[config.mk]
export PLATFORM = sky130hd
export DESIGN_NAME = sfx_request_ctrl
export DESIGN_NICKNAME = d
export VERILOG_FILES = /design/src/rtl/sfx_pkg.sv /design/src/rtl/sfx_dur_counter.sv /design/src/rtl/sfx_request_ctrl.sv
export SDC_FILE = /design/constraint.sdc
export NUM_CORES = 1
export LEC_CHECK = 0
export BUFFER_PORTS_ARGS = -buffer_cell sky130_fd_sc_hd__clkbuf_2
export CELL_PAD_IN_SITES_DETAIL_PLACEMENT = 1
export CELL_PAD_IN_SITES_GLOBAL_PLACEMENT = 2
export CORE_MARGIN = 5
export CORE_UTILIZATION = 35
export CTS_BUF_LIST = sky130_fd_sc_hd__clkbuf_16
export DETAILED_ROUTE_END_ITERATION = 10
export PLACE_DENSITY_LB_ADDON = 0.1
export SYNTH_ARGS = -nofsm -noshare
export SYNTH_HDL_FRONTEND = slang
export SYNTH_SLANG_ARGS = --single-unit
[constraint.sdc]
create_clock -name clk -period 2.73 [get_ports clk]
set_clock_uncertainty 0.15 [all_clocks]
set_input_delay 0.273 -clock clk [delete_from_list [all_inputs] [get_ports clk]]
set_output_delay 0.273 -clock clk [all_outputs]
set_load 0.01 [all_outputs]
[src/rtl/sfx_pkg.sv]
// Shared types and default hold durations for the
// sound-effect request controller.
package sfx_pkg;

    typedef enum logic [1:0] {
        IDLE,
        JUMP,
        WIN,
        LOSE
    } sfx_state_t;

    typedef enum logic [1:0] {
        DIR_FWD,
        DIR_BACK,
        DIR_RIGHT,
        DIR_LEFT
    } jump_dir_t;

    // 50 MHz clock: 50 ms jump, 1 s win, 0.8 s lose
    localparam int unsigned DEF_JUMP_CYCLES = 2_500_000;
    localparam int unsigned DEF_WIN_CYCLES  = 50_000_000;
    localparam int unsigned DEF_LOSE_CYCLES = 40_000_000;

endpackage

[src/rtl/sfx_dur_counter.sv]
// Loadable down-counter that measures how long a
// request has left to be held; stops at zero.
module sfx_dur_counter #(
    parameter int unsigned W = 1
) (
    input  logic         clk,
    input  logic         reset,
    input  logic         clear,
    input  logic         load,
    input  logic [W-1:0] load_val,
    output logic         zero
);

    logic [W-1:0] remain;

    // clear wins over load; otherwise count down to zero and hold
    always_ff @(posedge clk) begin
        if (reset || clear) begin
            remain <= '0;
        end else if (load) begin
            remain <= load_val;
        end else if (!zero) begin
            remain <= remain - 1'b1;
        end
    end

    assign zero = (remain == '0);

endmodule

[src/rtl/sfx_request_ctrl.sv]
// Stretches one-cycle game events into held, mutually
// exclusive audio requests with priority and pre-emption.
module sfx_request_ctrl
    import sfx_pkg::*;
#(
    parameter int unsigned JUMP_CYCLES = DEF_JUMP_CYCLES,
    parameter int unsigned WIN_CYCLES  = DEF_WIN_CYCLES,
    parameter int unsigned LOSE_CYCLES = DEF_LOSE_CYCLES
) (
    input  logic clk,
    input  logic reset,
    input  logic mute,
    input  logic fwd_evt,
    input  logic back_evt,
    input  logic right_evt,
    input  logic left_evt,
    input  logic win_evt,
    input  logic lose_evt,
    output logic jumpForward,
    output logic jumpBackward,
    output logic jumpRight,
    output logic jumpLeft,
    output logic win,
    output logic lose,
    output logic busy
);

    localparam int unsigned MAX_JW =
        (JUMP_CYCLES > WIN_CYCLES) ? JUMP_CYCLES : WIN_CYCLES;
    localparam int unsigned MAX_ALL =
        (MAX_JW > LOSE_CYCLES) ? MAX_JW : LOSE_CYCLES;
    localparam int unsigned CW =
        (MAX_ALL > 1) ? $clog2(MAX_ALL) : 1;

    localparam logic [CW-1:0] JUMP_LOAD = CW'(JUMP_CYCLES - 1);
    localparam logic [CW-1:0] WIN_LOAD  = CW'(WIN_CYCLES - 1);
    localparam logic [CW-1:0] LOSE_LOAD = CW'(LOSE_CYCLES - 1);

    sfx_state_t    state;
    sfx_state_t    stateNext;
    jump_dir_t     dir;
    jump_dir_t     dirNext;
    jump_dir_t     evtDir;
    logic          anyJump;
    logic          cntLoad;
    logic [CW-1:0] cntLoadVal;
    logic          cntZero;

    sfx_dur_counter #(
        .W(CW)
    ) u_cnt (
        .clk      (clk),
        .reset    (reset),
        .clear    (mute),
        .load     (cntLoad),
        .load_val (cntLoadVal),
        .zero     (cntZero)
    );

    // hop priority: fwd > back > right > left
    always_comb begin
        anyJump = fwd_evt | back_evt | right_evt | left_evt;
        evtDir  = DIR_LEFT;
        if (fwd_evt) begin
            evtDir = DIR_FWD;
        end else if (back_evt) begin
            evtDir = DIR_BACK;
        end else if (right_evt) begin
            evtDir = DIR_RIGHT;
        end
    end

    // state and direction registers
    always_ff @(posedge clk) begin
        if (reset) begin
            state <= IDLE;
            dir   <= DIR_FWD;
        end else begin
            state <= stateNext;
            dir   <= dirNext;
        end
    end

    // next state: lose > win > jump; only IDLE and JUMP accept
    always_comb begin
        stateNext  = state;
        dirNext    = dir;
        cntLoad    = 1'b0;
        cntLoadVal = '0;
        if (mute) begin
            stateNext = IDLE;
        end else begin
            unique case (state)
                IDLE, JUMP: begin
                    if (lose_evt) begin
                        stateNext  = LOSE;
                        cntLoad    = 1'b1;
                        cntLoadVal = LOSE_LOAD;
                    end else if (win_evt) begin
                        stateNext  = WIN;
                        cntLoad    = 1'b1;
                        cntLoadVal = WIN_LOAD;
                    end else if (anyJump) begin
                        stateNext  = JUMP;
                        dirNext    = evtDir;
                        cntLoad    = 1'b1;
                        cntLoadVal = JUMP_LOAD;
                    end else if (cntZero) begin
                        stateNext = IDLE;
                    end
                end
                WIN, LOSE: begin
                    if (cntZero) begin
                        stateNext = IDLE;
                    end
                end
            endcase
        end
    end

    // outputs decode registered state only
    assign jumpForward  = (state == JUMP) && (dir == DIR_FWD);
    assign jumpBackward = (state == JUMP) && (dir == DIR_BACK);
    assign jumpRight    = (state == JUMP) && (dir == DIR_RIGHT);
    assign jumpLeft     = (state == JUMP) && (dir == DIR_LEFT);
    assign win          = (state == WIN);
    assign lose         = (state == LOSE);
    assign busy         = (state != IDLE);

endmodule

# [Word-level counts from Yosys, hierarchy flattened]
# Cells that the tools add are included.
[totals] ff_bits=30 inputBits=9 out_inout_bits=7 wordCells=50
[classes] addsub=1 eq_ne=7 n_mux=20 bitwise_logic=6 reduce_logical=13
[ops] cell="$mux 26" n=6
[ops] cell="$logic_not 26->1" n=1
[ops] cell="$sub 26x1->26 const B" n=1
[ops] cell="$mux 22" n=1
[ops] cell="$mux 2" n=6
[ops] cell="$eq 2x2->1 const B" n=4
[ops] cell="$mux 1" n=6
[ops] cell="$reduce_or 2->1" n=3
[ops] cell="$reduce_and 5->1" n=1
[ops] cell="$eq 2x1->1 const B" n=2
[ops] cell="$logic_and 1x1->1" n=4
[ops] cell="$logic_not 2->1" n=2
[ops] cell="$pmux 2 s2" n=1
[ops] cell="$not 1->1" n=3
[ops] cell="$or 1x1->1" n=3
[ops] cell="$ne 2x2->1 const B" n=1
[ops] cell="$reduce_bool 2->1" n=1
[ops] cell="$logic_or 1x1->1" n=1

# [Longest topological paths before layout]
[logic_depth] ltp_word=9 ltp_mapped=8 depth_no_buf=7

# [Modules after synthesis]
# A second synthesis with hierarchy kept.
[unflattened] cells_unflattened=210 hier_area_um2=1771.7
[modules_own_cells] module="sfx_dur_counter" instances=1 cells_per_inst=171 area_per_inst_um2=1441.4 seq_area_each_um2=520.5
[modules_own_cells] module="sfx_request_ctrl" instances=1 cells_per_inst=39 area_per_inst_um2=330.3 seq_area_each_um2=80.1

# [Least setup slack after synthesis]
# Ideal clock, no wire load.
[synth_path] kind="register to register" start="register u_cnt.remain[0]" end="register u_cnt.remain[16]" setup_time_ns=0.115 arrival_ns=1.795 required_time_ns=2.465 setup_slack_ns=0.670 path_stages_with_launch=8 path_buffers=0 synth_period_minus_slack_ns=2.060 cell_sequence="dfxtp_1 -> inv_1 -> ha_1 -> nor4b_4 -> nand2_1 -> or3_1 -> o21a_1 -> o21ba_2"
[synth_via] elab_chain_len=3 word_cells_on_any_way=5 cone_classes="1 x add/sub; 1 x eq/ne; 2 x mux; 1 x reduce/logical"
[synth_lines] element="start, declared" line="sfx_dur_counter.sv:14" source="logic [W-1:0] remain;"
[synth_lines] element="start signal, assigned" line="sfx_dur_counter.sv:21" source="remain <= load_val;"
[synth_lines] element="start signal, assigned" line="sfx_dur_counter.sv:23" source="remain <= remain - 1'b1;"
[synth_lines] element="$sub 26x1->26" line="sfx_dur_counter.sv:23"
[synth_lines] element="$mux 26" line="sfx_dur_counter.sv:22" source="end else if (!zero) begin"
[synth_lines] element="$mux 26" line="sfx_dur_counter.sv:20" source="end else if (load) begin"
# Several ways; a longest one is shown, not always the timed one. The select of a mux whose other input is x is not followed.
# A chain may end at the register's enable or synchronous reset.

# [Worst setup path after layout]
[layout_path] start="register u_cnt.remain[5]" end="register u_cnt.remain[18]"
# The elaborated chain is that of the path after synthesis.

==> flow_metrics.py <==
metrics = {
    "sta": {
        "hold_ws_ns": 0.0770,
        "rsz0062_at_grt": "no",
        "finalCritPeriodShare": 0.879,
        "slew-limit-headroom": 0.518,
        "timing_max_transition_violations_final": 0,
        "setup_slack_ns": 0.331,
        "final-hold-violation-count": 0,
        "timing.setup.tns_ns": 0,
        "layout_min_cycle_time_ns": 2.40,
        "achievable-frequency_ghz": 0.417,
        "worst_slew_pin_slew_ns": 0.716,
        "setup_viol_count_final": 0,
    },
    "finish": {
        "final_net_count": 250,
        "final_util": 0.438,
        "drive_above_1_share": 0.191,
        "ant_cells": 0,
        "multi_input_comb_area_um2": 1100,
        "areaGrowthSynthToFinish_pct": 19.6,
        "final_cell_count_no_fill": 308,
        "design_area_um2": 2110,
        "sequential_cell_area_um2": 601,
        "fill_cells": 607,
    },
    "power_and_ir_drop": {
        "power_density_nw_per_um2": 686,
        "switching_share": 0.326,
        "totalPowerFinal_mw": 1.45,
        "power.leakage_nw": 0.842,
        "comb_power_share": 0.294,
        "share_seq_of_total_power": 0.351,
        "power.clock.fraction": 0.355,
        "intPower_uw": 976,
        "net-switching-power_uw": 472,
        "ir_worst_vdd_v": 0.000288,
    },
    "drt": {
        "wl_per_cell_um": 17.8,
        "num_vias": 1714,
        "drtIter0Drc": 80,
        "postRouteWirelength_mm": 5.49,
        "dr.pass1.iters": 4,
        "remaining_drc_errors": 0,
        "route.detailed.vias_per_inst": 5.56,
        "count_of_antenna_violating_nets_left_after_detailed_routing": 0,
    },
    "die": {
        "die-width_um": 81.0,
        "die_area_um2": 6560,
        "fp.coreArea_um2": 4820,
        "number_of_cell_rows": 25,
        "num_io_pins": 16,
        "floorplan.die.height_um": 81.0,
        "starting_density_of_the_core": 0.366,
    },
    "hold_path": {
        "min_path_type": "in2reg",
        "hold_path_startpoint": "reset",
    },
    "setup_path": {
        "worstPathMaxFanout": 10,
        "critical_path_required_ns": 2.70,
        "origin_of_the_critical_flop_to_flop_path": "u_cnt.remain[5]",
        "worst_setup_path_startpoint": "u_cnt.remain[5]",
        "startpoint_kind_of_the_worst_setup_timing_path": "register",
        "cp_data_arrival_time_ns": 2.37,
        "setup.worst_path.class": "reg2reg",
        "endpoint_kind": "register",
    },
    "yosys": {
        "synth_edf_count": 0,
        "synthDominantAreaCellType": "dfxtp_1",
        "fraction_of_the_yosys_area_taken_by_sequential_cells": 0.340,
        "yosys_register_bits": 30,
        "ys_async_sr_fraction": 0,
        "combinational_family_with_the_most_area_after_synthesis": "simple AND/OR/NAND/NOR gates",
        "ys_types": 50,
        "synth_flop_cell": "dfxtp_1",
        "synth_mux_area_frac": 0.0170,
        "yosys_warnings": 0,
        "synth_area_per_cell_um2": 8.17,
        "synth_nets": 226,
        "post_synth_xor_xnor_area": 0.0695,
        "yosys-top-cells-area": "dfxtp_1, nor2_1, xnor2_1, a21oi_1, nor3_1",
        "synth_compound_area_frac": 0.199,
        "synth_top_area_frac": 0.340,
        "syn-cell-area_um2": 1760,
        "yosys.area_share.simple": 0.330,
        "synthesis.instances": 216,
        "synth_adder_area_share": 0.00709,
    },
    "cts": {
        "clkLatencyLatePin_ns": 0.28,
        "cts_inserted_buffers": 5,
        "post_cts.repair.setup_buffers": 0,
        "cts.path.max_buffers": 2,
        "cts_hold_buffers": 0,
        "cts_root_buf": "clkbuf_16",
        "cts.sink_count": 30,
        "cts_tree": "built",
        "postcts_resize_cnt": 0,
        "clk_pin_slew_ns": 0.05,
        "cts-htree-levels": 2,
    },
    "grt": {
        "globalRoute.totalOverflow": 0,
        "track_usage": 0.184,
        "global_route_wire_length_before_repair_mm": 9.14,
        "grt_antenna_before_repair": 0,
        "first_global_vias": 1749,
        "grt_start_max_net_pins": 23,
    },
    "placement": {
        "placement.cell_area_um2": 1970,
        "gp_congestion": 0.816,
        "preCtsSetupSlack_ns": 0.367,
        "io_buffers": 15,
        "dp_hpwl_mm": 4.17,
        "place_inst": 300,
    },
    "run_status": {
        "result_of_the_run": "complete, no violations",
    },
    "run": {
        "max-cap-violations": 0,
    },
}
critical path, stage by stage, from the launching register on:
cell and delay (ns):
dfxtp_1 0.35, nor3_2 0.54, nand4_1 0.30, or2_0 0.46
o21ai_4 0.37, a211oi_1 0.08
cell usage after synthesis (2+ instances only):
master and number:
a211oi_1 3, clkbuf_1 4, or3_1 3, o31a_1 2, xor2_1 4, nor2_1 26
a21oi_1 16, nand4_1 2, buf_2 3, nor2b_1 3, a31oi_1 4, o211ai_1 2
nor4_1 9, nor3_1 13, dfxtp_1 30, o21ai_0 8, nand3_1 10, and2_1 2
mux2i_1 3, and3_1 2, or4_1 3, o211a_1 3, nand2_1 14, nand3b_1 2
or2_2 3, nor3_2 2, o21a_1 3, inv_1 5, buf_4 2, xnor2_1 10
cells by family after synthesis:
logic type | count (synthesis)
and+or+nand+nor | 103
muxes | 3
AOI/OAI and AO/OA | 51
xor gates and xnor gates | 14
buffers and inverters | 14
adders and majority gates | 1
DFF | 30
cells in the final DEF (no fill, tap or decap), types with 2 or more instances in the layout:
cell type	instances
dfxtp_1	30
nor2_1	26
a21oi_1	16
clkbuf_2	15
nand2_1	14
nor3_1	13
nand3_1	10
xnor2_1	10
buf_4	10
nor4_1	9
o21ai_0	8
inv_1	6
clkbuf_16	5
xor2_1	4
a31oi_1	4
or2_2	3
nor2b_1	3
or4_1	3
o21a_1	3
mux2i_1	3
o211a_1	3
or3_1	3
a211oi_1	3
and2_1	2
and3_1	2
nand4_1	2
nor3_2	2
o211ai_1	2
o31a_1	2
nand3b_1	2
registers in the layout, summed over array words and instances (netlist names):
register      flops
dir               2
state             2
u_cnt.remain     26
final cells by class:
type                    instances  share of cell area
clock buffers                   5              0.0593
clock inverters                 3             0.00593
inverters                       5             0.00889
multi-input cells             172               0.521
flip-flops and latches         30               0.285
well taps                      67              0.0397
repair buffers                 26              0.0806
path summary, 6_finish.rpt:
| kind | to | slack [ns] | cells past startpoint |
|---|---|---|---|
| max reg2reg | u_cnt.remain[18] | 0.33 | 5 |
| min | dir[0] | 0.08 | 2 |
| max | u_cnt.remain[18] | 0.33 | 5 |
| min reg2reg | u_cnt.remain[13] | 0.37 | 2 |
power groups by stage:
stage	Combinational, mW	Clock [mW]	Sequential, mW
after global routing	0.465	0.554	0.513
after global placement	0.412	0	0.514
after detailed placement	0.421	0	0.517
final	0.425	0.514	0.509
after floorplan	0.289	0	0.505
after CTS	0.426	0.526	0.508
per-layer routing:
layer	wire length, um	vias up	GRT usage
li1	-	843	-
met1	2570	847	0.236
met4	34	0	0.0405
met3	166	4	0.0377
met5	0	-	0
met2	2720	20	0.315
No activity file was read; power rests on OpenSTA's default activity.
